## src/rtl/sum_accumulator.sv

```systemverilog
// Batched reduction stage behind the 2-bit adder: sums COUNT accepted samples
// and presents the total plus a sticky overflow flag on a registered valid/ready port.
module sum_accumulator #(
   parameter int unsigned COUNT     = 4,
   parameter int unsigned ACC_WIDTH = 8
) (
   input  logic                 clock,
   input  logic                 reset_n,
   input  logic                 clear,
   input  logic                 in_valid,
   output logic                 in_ready,
   input  logic [2:0]           in_sum,
   output logic                 out_valid,
   input  logic                 out_ready,
   output logic [ACC_WIDTH-1:0] out_total,
   output logic                 out_overflow
);

   localparam int unsigned      CNT_W    = (COUNT > 1) ? $clog2(COUNT) : 1;
   localparam logic [CNT_W-1:0] CNT_LAST = CNT_W'(COUNT - 1);

   logic [ACC_WIDTH-1:0] acc_q, acc_d;
   logic                 ovf_q, ovf_d;
   logic [CNT_W-1:0]     cnt_q, cnt_d;
   logic [ACC_WIDTH-1:0] total_q, total_d;
   logic                 oovf_q, oovf_d;
   logic                 valid_q, valid_d;

   logic [ACC_WIDTH:0]   sum_ext;
   logic                 accept;
   logic                 batch_close;

   always_comb begin
      in_ready    = ~clear & (~valid_q | out_ready);
      accept      = in_valid & in_ready;
      sum_ext     = {1'b0, acc_q} + {{(ACC_WIDTH-2){1'b0}}, in_sum};
      batch_close = accept & (cnt_q == CNT_LAST);

      acc_d   = acc_q;
      ovf_d   = ovf_q;
      cnt_d   = cnt_q;
      total_d = total_q;
      oovf_d  = oovf_q;
      valid_d = valid_q;

      if (clear) begin
         acc_d   = '0;
         ovf_d   = 1'b0;
         cnt_d   = '0;
         total_d = '0;
         oovf_d  = 1'b0;
         valid_d = 1'b0;
      end else begin
         // A drain and a batch close in the same cycle keep valid high with new data.
         if (valid_q & out_ready) valid_d = 1'b0;
         if (batch_close) begin
            total_d = sum_ext[ACC_WIDTH-1:0];
            oovf_d  = ovf_q | sum_ext[ACC_WIDTH];
            valid_d = 1'b1;
            acc_d   = '0;
            ovf_d   = 1'b0;
            cnt_d   = '0;
         end else if (accept) begin
            acc_d = sum_ext[ACC_WIDTH-1:0];
            ovf_d = ovf_q | sum_ext[ACC_WIDTH];
            cnt_d = cnt_q + CNT_W'(1);
         end
      end
   end

   always_ff @(posedge clock or negedge reset_n) begin
      if (!reset_n) begin
         acc_q   <= '0;
         ovf_q   <= 1'b0;
         cnt_q   <= '0;
         total_q <= '0;
         oovf_q  <= 1'b0;
         valid_q <= 1'b0;
      end else begin
         acc_q   <= acc_d;
         ovf_q   <= ovf_d;
         cnt_q   <= cnt_d;
         total_q <= total_d;
         oovf_q  <= oovf_d;
         valid_q <= valid_d;
      end
   end

   assign out_valid    = valid_q;
   assign out_total    = total_q;
   assign out_overflow = oovf_q;

endmodule

```

## config.mk

```make
export PLATFORM = sky130hd
export DESIGN_NAME = sum_accumulator
export DESIGN_NICKNAME = d
export VERILOG_FILES = /design/src/rtl/sum_accumulator.sv
export SDC_FILE = /design/constraint.sdc
export NUM_CORES = 1
export LEC_CHECK = 0
export CAP_MARGIN = 20
export CORE_ASPECT_RATIO = 0.9
export CORE_MARGIN = 2
export CORE_UTILIZATION = 48
export CTS_CLUSTER_SIZE = 8
export DETAILED_ROUTE_END_ITERATION = 8
export HOLD_SLACK_MARGIN = 0.1
export PLACE_DENSITY = 0.75
export SYNTH_ARGS = -nofsm -noshare
export SYNTH_HDL_FRONTEND = slang
export SYNTH_SLANG_ARGS = --single-unit
```

## constraint.sdc

```tcl
create_clock -name clock -period 2.2 [get_ports clock]
set_clock_uncertainty 0.15 [all_clocks]
set_input_delay 0.44 -clock clock [delete_from_list [all_inputs] [get_ports clock]]
set_output_delay 0.44 -clock clock [all_outputs]
set_load 0.02 [all_outputs]
```

======== Word-level counts from Yosys, hierarchy flattened ========
Index checks and enable logic that the tools add are counted.
word-level totals
  register bits ........................... 21
  input bits .............................. 8
  output and inout port bits .............. 11
operators by class
  add/sub/neg operators ................... 2
  equality and inequality tests ........... 1
  muxes and demuxes ....................... 16
  bitwise gates (word level) .............. 8
  reductions and logical operators ........ 3
operator list
  kind                   count
  $mux W8                5
  $add A8 B3 Y9          1
  $mux W1                8
  $mux W2                3
  $reduce_bool A3 Y1     2
  $and A1 B1 Y1          4
  $add A2 B1 Y2 const B  1
  $eq A2 B2 Y1 const B   1
  $not A1 Y1             2
  $or A1 B1 Y1           2
  $reduce_bool A2 Y1     1

======== Depth between registers and ports, before layout ========
Gate-level depths: netlist (run 1).
  depth in word-level cells ............... 7
  mapped depth ............................ 6

======== Worst setup path after synthesis (run 1) ========
No wires, ideal clock.
  kind .................................... in2reg
  start point ............................. input in_sum[0]
  end point ............................... register oovf_q (netlist: out_overflow)
  data arrival time ....................... 1.794 ns
  slack ................................... 0.128 ns
  cell stages on the path ................. 6
  path through ............................ ha_1 fa_1 a21o_1 and4_1 a311oi_1 nor3_1
on the way
  word-level cells in the longest chain between the ends .. 4
RTL lines
  item                    RTL line  source
  start: declaration      12        input logic [2:0] in_sum,
  $add A8 B3 Y9           36        sum_ext = {1'b0, acc_q} + {{(ACC_WIDTH-2){1'b0}}, in_sum};
  $or A1 B1 Y1            58        oovf_d = ovf_q | sum_ext[ACC_WIDTH];
  $mux W1                 56        if (batch_close) begin
  $mux W1                 46        if (clear) begin
  end signal: assignment  84        oovf_q <= oovf_d;
  end: declaration        26        logic oovf_q, oovf_d;
Every way passes these cells. The select of a mux whose other input is x is not followed.
A chain may end at the register's enable or synchronous reset.

======== Final worst setup path (run 1) ========
Same ends and word-level chain as after synthesis.

==> summary.md, run 1 <==
| Metric | Value |
|---|---|
| Fin crit share | 98.07% |
| Post-CTS Hold Buffers | 0 |
| Switching Share | approximately 27% |
| WP data required | between 2 and 2.5 ns |
| Post-DP Area | about 1400 sq um |
| Synth Warn # | 0 |
| Net Sw Power | just over 200 uW |
| Die Span X | approximately 54 um |
| Synth cell count leaders | dfrtp_1, nand2_1, a21oi_1 |
| Area share of the largest cell type after synthesis | approximately 48% |
| Layout cells sized above 1 | between 10% and 20% |
| Area leader, netlist | dfrtp_1 |
| TritonCTS Buffers | 3 |
| Max stage delay on crit path | slightly above 0.4 ns |
| Final hold viol count | 0 |
| Final instance area | approximately 1400 sq um |
| ANT cells | 0 |
| Flops & latches, synth | 21 |
| Total placed cells including tap cells | approximately 160 |
| Largest net degree at the start of global routing | 22 |
| Core Area | ~2200 sq um |
| Initial antenna violation count | 0 |
| Die area | about 2700 sq um |
| Post-route insts no fill | between 150 and 200 |
| First-pass GRT wire length | 4084 um |
| Synthesis-to-layout area growth | 30.06% |
| CP cell instances | clkdlybuf4s50_1 > ha_1 > fa_2 > a21o_1 > and4_1 > a311oi_1 > nor3_1 |
| Critical Path End Type | flop |
| Total setup buffers inserted after CTS | 0 |
| Via count | approximately 930 |
| Crit path DAT | 2.21 ns |
| Area contributors post-synth | dfrtp_1, a21oi_1, nand2_1 |
| Initial DRC Count | 32 |
| Worst Path Max Fanout | 3 |
| Seq/Total Area, Yosys | around half |
| Syn_nets | 122 |
| Clock buffer depth | 2 |
| Floorplan row count | 16 |
| Clock slew at reported path FFs | about 0.12 ns |
| Final Max Slew Viols | 0 |
| Seq pwr share | 55.0% |
| Clock Latency Late Sink | roughly 0.31 ns |
| Avg Inst Size Synth | around 10 sq um |
| Tmin final | 2.157 ns |
| Vias in the first global route | 890 |
| Detailed Routing Iterations Pass 1 | 4 |
| Final WL | between 2000 and 2500 um |
| Crit path max-delay cell type | clkdlybuf4s50_1 |
| Placer congestion estimate | 0.8881 |
| Element type at the critical path start | input port |
| Power Dens Cells | just over 500 nW/um^2 |
| Count of flip-flops with a built-in enable after synthesis | 0 |
| Asr flop ratio synth | between 90% and 100% |
| Max cap viols | 0 |
| Synth Flop Type | dfrtp_1 |
| Int Pwr | around 540 uW |
| FMAX | 463.5 MHz |
| Top-count cell post-synth | dfrtp_1 |
| I/O pin cnt | 19 |
| Combinational share of power | 18.7% |
| Htree depth | 1 |
| Mapped cell area | 1095 sq um |
| Starting density of the core | about half |
| # setup viols final | 0 |
| Drt via density | 5.539 |
| Chip height | just under 50 um |
| Status | complete, no violations |
| Leakage | 0.6144 nW |
| Hpwl dp | around 1800 um |
| Max VDD drop | around 0.00034 V |
| RSZ-0062 raised after global routing | false |
| Nets | between 150 and 200 |
| Total track usage | 21.40% |
| CTS tree | built |
| Slew @ Worst Pin | approximately 0.45 ns |
| Worst Setup Path Type | input port to flop |
| Post-Synthesis Cells | ~110 |
| IO Port Bufs | 18 |
| Routed WL per cell | around 15 um |
| DRC | 0 |
| Clock sink count | 21 |
| Yosys cell types | 32 |
| HP Class | input port to asynchronous set/reset pin |
| Root Driver | clkbuf_4 |
| Clock power share | 26.2% |
| Post-DRT Antenna Nets | 0 |
| Relative slew slack | between 60% and 70% |
| GRT overflow | 0 |
power groups by stage:
| stage | Sequential (mW) | Clock, mW | Combinational, mW |
|---|---|---|---|
| floorplan | 0.413 | 0 | 0.0706 |
| global placement | 0.414 | 0 | 0.135 |
| detailed placement | 0.415 | 0 | 0.137 |
| CTS | 0.407 | 0.200 | 0.137 |
| global route | 0.409 | 0.220 | 0.151 |
| finish | 0.407 | 0.194 | 0.139 |
final cells by class:
class / count / area [sq um]
Clock inverter: 1 / 5.005
Fill cell: 188 / 738.2
Tap cell: 27 / 33.78
Inverter: 1 / 3.754
Sequential cell: 21 / 525.5
Multi-Input combinational cell: 82 / 536.8
Clock buffer: 3 / 22.52
Timing Repair Buffer: 32 / 296.5
critical path, delay by kind of cell:
| family | cells | cell delay, ns |
|---|---|---|
| compound gates | 2 | 0.47 |
| simple gates | 2 | 0.32 |
| fa+ha+maj | 2 | 0.58 |
| buf+inv | 1 | 0.41 |
sequential cells by signal, indices dropped and copies added, names as in the netlist:
signal and cells:
acc_q 8, out_total 8, cnt_q 2, out_overflow 1, out_valid 1, ovf_q 1
layout by cell type, fill, tap and decap left out, types with 2 or more instances in the layout:
master / n
nand2b_1: 4
a22o_1: 2
clkbuf_4: 3
nand3_1: 4
ha_1: 4
buf_4: 13
a31oi_1: 3
a21oi_1: 13
nand4_1: 3
nand2_1: 14
a211oi_1: 4
clkdlybuf4s50_1: 17
nor2_1: 7
xnor2_1: 5
o31ai_1: 2
or3_1: 2
dfrtp_1: 21
layer usage:
layer  global-route usage [%]  wire [um]
met1                    29.05       1087
met2                    32.53       1151
met3                    4.601        160
met4                    8.750         46
met5                        0          0
cell families (layout without fill, tap and decap cells):
logic type	count (synthesis)	count (layout)	share of synthesized area [%]
AO/OA/AOI/OAI	29	29	16.46
XOR/XNOR	6	6	4.800
adder cells (fa/ha/maj)	5	5	6.400
buffers and inverters	6	37	3.656
flip-flops	21	21	48.00
multiplexers	1	1	0.9143
AND/OR/NAND/NOR	41	41	19.77
final timing paths:
path	start	to	slack, ns	cells after the start
max in group asynchronous	reset_n	acc_q[6]	1.38	2
hold / removal	reset_n	out_total[3]	0.31	2
setup / recovery	in_sum[0]	out_overflow	0.04	7
setup reg to reg	acc_q[0]	out_overflow	0.19	6
min in group clock	acc_q[0]	acc_q[0]	0.38	1
hold reg to reg	acc_q[0]	acc_q[0]	0.38	1
through the flow:
| stage | setup slack (ns) | utilization [%] | TNS, ns | hold WS (ns) | total power [mW] |
|---|---|---|---|---|---|
| final | 0.04256 | 65.86 | 0 | 0.3077 | 0.7403 |
| after global routing | 0.01144 | 65.86 | 0 | 0.3188 | 0.7808 |
| after CTS | 0.006179 | 65.51 | 0 | 0.3146 | 0.7438 |
| after detailed placement | -0.3333 | 64.29 | -2.489 | 0.3505 | 0.5516 |
| after global placement | -0.2792 | 64.29 | -2.028 | 0.3429 | 0.5487 |
| after floorplan | 0.1280 | - | 0 | -0.005591 | 0.4835 |
timing repair:
item | 4_1_cts | 5_1_grt
endpoints found under the setup margin | 1 | 2
cloned | 0 | 0
gates resized for setup | 1 | 2
No activity file was read; power rests on OpenSTA's default activity.
==> inputs of run 2 (changes only) <==
--- a/config.mk
+++ b/config.mk
@@ -16,3 +16,4 @@
 export SYNTH_ARGS = -nofsm -noshare
 export SYNTH_HDL_FRONTEND = slang
 export SYNTH_SLANG_ARGS = --single-unit
+export TNS_END_PERCENT = 50
==> constraint.sdc (replaced) <==
create_clock -name clock -period 2 [get_ports clock]
set_clock_uncertainty 0.15 [all_clocks]
set_input_delay 0.4 -clock clock [delete_from_list [all_inputs] [get_ports clock]]
set_output_delay 0.4 -clock clock [all_outputs]
set_load 0.02 [all_outputs]
==> summary.md, run 2 (same netlist as run 1, synthesis figures left out) <==
| Metric | Value |
|---|---|
| Met2 Resource Use GR | 29.92% (was 32.53%) |
| GRT overflow | 0 (unchanged) |
| Max cap viols | 0 (unchanged) |
| Leakage | 0.6392 nW (was 0.6144 nW) |
| Relative slew slack | 82.01% (was 69.73%) |
| WP data required | 2.10 ns (was 2.26 ns) |
| Tmin final | 1.947 ns |
| Power Dens Cells | 555.0 nW/um^2 (was 519.9 nW/um^2) |
| GR Util met3 | 2.761% (was 4.601%) |
| Root Driver | clkbuf_4 (unchanged) |
| Initial antenna violation count | 0 (unchanged) |
| Setup TNS | 0 ns (unchanged) |
| Worst Path Max Fanout | 2 (was 3) |
| Clock sink count | 21 (unchanged) |
| Largest net degree at the start of global routing | 22 (unchanged) |
| Total track usage | 19.21% (was 21.40%) |
| Clock Latency Late Sink | 0.31 ns (about the same) |
| CTS tree | built (unchanged) |
| Floorplan row count | 16 (unchanged) |
| CP top delay family | adder cells (unchanged) |
| Clock slew at reported path FFs | 0.12 ns (about the same) |
| Layout cells sized above 1 | 20.28% (was 15.71%) |
| Routed WL per cell | 14.31 um (was 14.65 um) |
| Final Max Slew Viols | 0 (unchanged) |
| Max VDD drop | 0.0003559 V (was 0.0003436 V) |
| Synthesis-to-layout area growth | 34.97% (was 30.06%) |
| Via count | 929 (was 925) |
| Core Area | 2162 sq um (unchanged) |
| ANT cells | 0 (unchanged) |
| Layer with the highest usage | met2 (unchanged) |
| Placer congestion estimate | 0.8102 (was 0.8881) |
| Commonest non-fill, non-tap cell in the layout | dfrtp_1 (unchanged) |
| Crit path max-delay cell type | dfrtp_1 (was clkdlybuf4s50_1) |
| Detailed Routing Iterations Pass 1 | 4 (unchanged) |
| TritonCTS Buffers | 3 (unchanged) |
| Vias in the first global route | 868 (was 890) |
| Critical path depth | 6 (was 7) |
| Setup ws final | 0.05259 ns (was 0.04256 ns) |
| HP Class | input port to asynchronous set/reset pin (unchanged) |
| Crit path DAT | 2.04 ns (was 2.21 ns) |
| FMAX | 513.5 MHz |
| Status | complete, no violations (unchanged) |
| RSZ-0062 raised after global routing | true (was false) |
| Most frequent cells in the layout | dfrtp_1, clkdlybuf4s50_1, buf_4, nand2_1, a21oi_1 (was dfrtp_1, clkdlybuf4s50_1, nand2_1, a21oi_1, buf_4) |
| Initial DRC Count | 26 (was 32) |
| Critical Path End Type | flop (unchanged) |
| I/O pin cnt | 19 (unchanged) |
| Max stage delay on crit path | 0.41 ns (about the same) |
| Final WL | 2433 um (was 2446 um) |
| First-pass GRT wire length | 3781 um (was 4084 um) |
| Post-DP Area | 1410 sq um (was 1390 sq um) |
| Post-CTS Hold Buffers | 0 (unchanged) |
| Final instance area | 1478 sq um (was 1424 sq um) |
| # setup viols final | 0 (unchanged) |
| Clock buffer depth | 2 (unchanged) |
| Die area | 2679 sq um (unchanged) |
| CP cell instances | ha_2 > fa_2 > buf_4 > xnor2_1 > or3_1 > a21oi_1 (was clkdlybuf4s50_1 > ha_1 > fa_2 > a21o_1 > and4_1 > a311oi_1 > nor3_1) |
| Chip height | 49.31 um (unchanged) |
| Hpwl dp | 1821 um (was 1834 um) |
| Slew @ Worst Pin | 0.2699 ns (was 0.4541 ns) |
| Die Span X | 54.34 um (unchanged) |
| DRC | 0 (unchanged) |
| Pre-CTS setup slack | -0.4700 ns (was -0.3333 ns) |
| Drt via density | 5.465 (was 5.539) |
| Post-DRT Antenna Nets | 0 (unchanged) |
| Htree depth | 1 (unchanged) |
| Fin crit share | between 90% and 100% |
| IO Port Bufs | 18 (unchanged) |
| Nets | 157 (was 154) |
| Element type at the critical path start | flop (was input port) |
| R2R cell count | 6 (unchanged) |
| GR met1 Demand/Resource | 26.38% (was 29.05%) |
| Starting density of the core | 50.64% (unchanged) |
| Final hold viol count | 0 (unchanged) |
| Worst Setup Path Type | flop to flop (was input port to flop) |
| Worst Path Buf+Inv | 1 (unchanged) |
| Fill cells | 178 (was 188) |
## run 2: repair_timing
action	in CTS	in global routing
gates resized for setup	5	4
pin swaps	2	4
endpoints found under the setup margin	9	9
buffers inserted	0	2
hold endpoints to repair	0	0
## run 2: layout make-up
class                      instances  area (sq um)  share of cell area [%]
tap                               27         33.78                   2.286
sequential                        21         525.5                   35.56
inverter                           1         3.754                  0.2540
timing repair buffer              35         334.1                   22.61
clock buffer                       4         26.28                   1.778
multi-input combinational         82         554.3                   37.51
## run 2: worst paths after layout
check | from | endpoint | slack [ns]
worst max-delay path | acc_q[0] | acc_q[2] | 0.05
worst min-delay path | reset_n | out_total[1] | 0.27
worst max register to register | acc_q[0] | acc_q[2] | 0.05
worst min register to register | out_total[1] | out_total[1] | 0.38
max in group asynchronous | reset_n | acc_q[5] | 1.22
min in group clock | in_sum[0] | acc_q[0] | 0.35
## run 2: stage by stage
step                      util (%)  total power [mW]  cells  hold slack (ns)
after floorplan                  -            0.5319    109         -0.04559
after global placement       65.22            0.6016    164           0.3481
after detailed placement     65.22            0.6059    164           0.3645
after CTS                    67.01            0.8167    168           0.2799
after global routing         68.34            0.8561    170           0.2959
final                        68.34            0.8201    170           0.2675
## run 2: power by group
group          leakage (nW)  switching (mW)  internal, mW
combinational         0.334          0.0762        0.0828
sequential            0.290          0.0114         0.437
clock                0.0150           0.135        0.0779
## run 2: worst reg2reg max path: stages (launching register included)
cell	delay [ns]
dfrtp_1	0.41
ha_2	0.21
fa_2	0.36
buf_4	0.14
xnor2_1	0.13
or3_1	0.35
a21oi_1	0.12
## run 2: routing by layer
layer,vias to the layer above,wire [um]
li1,462,-
met3,5,75
met2,23,1147
met5,-,0
met4,0,42
met1,439,1167
==> inputs of run 3 (changes only) <==
--- a/config.mk
+++ b/config.mk
@@ -13,6 +13,7 @@
 export DETAILED_ROUTE_END_ITERATION = 8
 export HOLD_SLACK_MARGIN = 0.1
 export PLACE_DENSITY = 0.75
+export SLEW_MARGIN = 20
 export SYNTH_ARGS = -nofsm -noshare
 export SYNTH_HDL_FRONTEND = slang
 export SYNTH_SLANG_ARGS = --single-unit
==> results of run 3 <==
No change in the layout: final DEF, timing and power equal those of run 2.
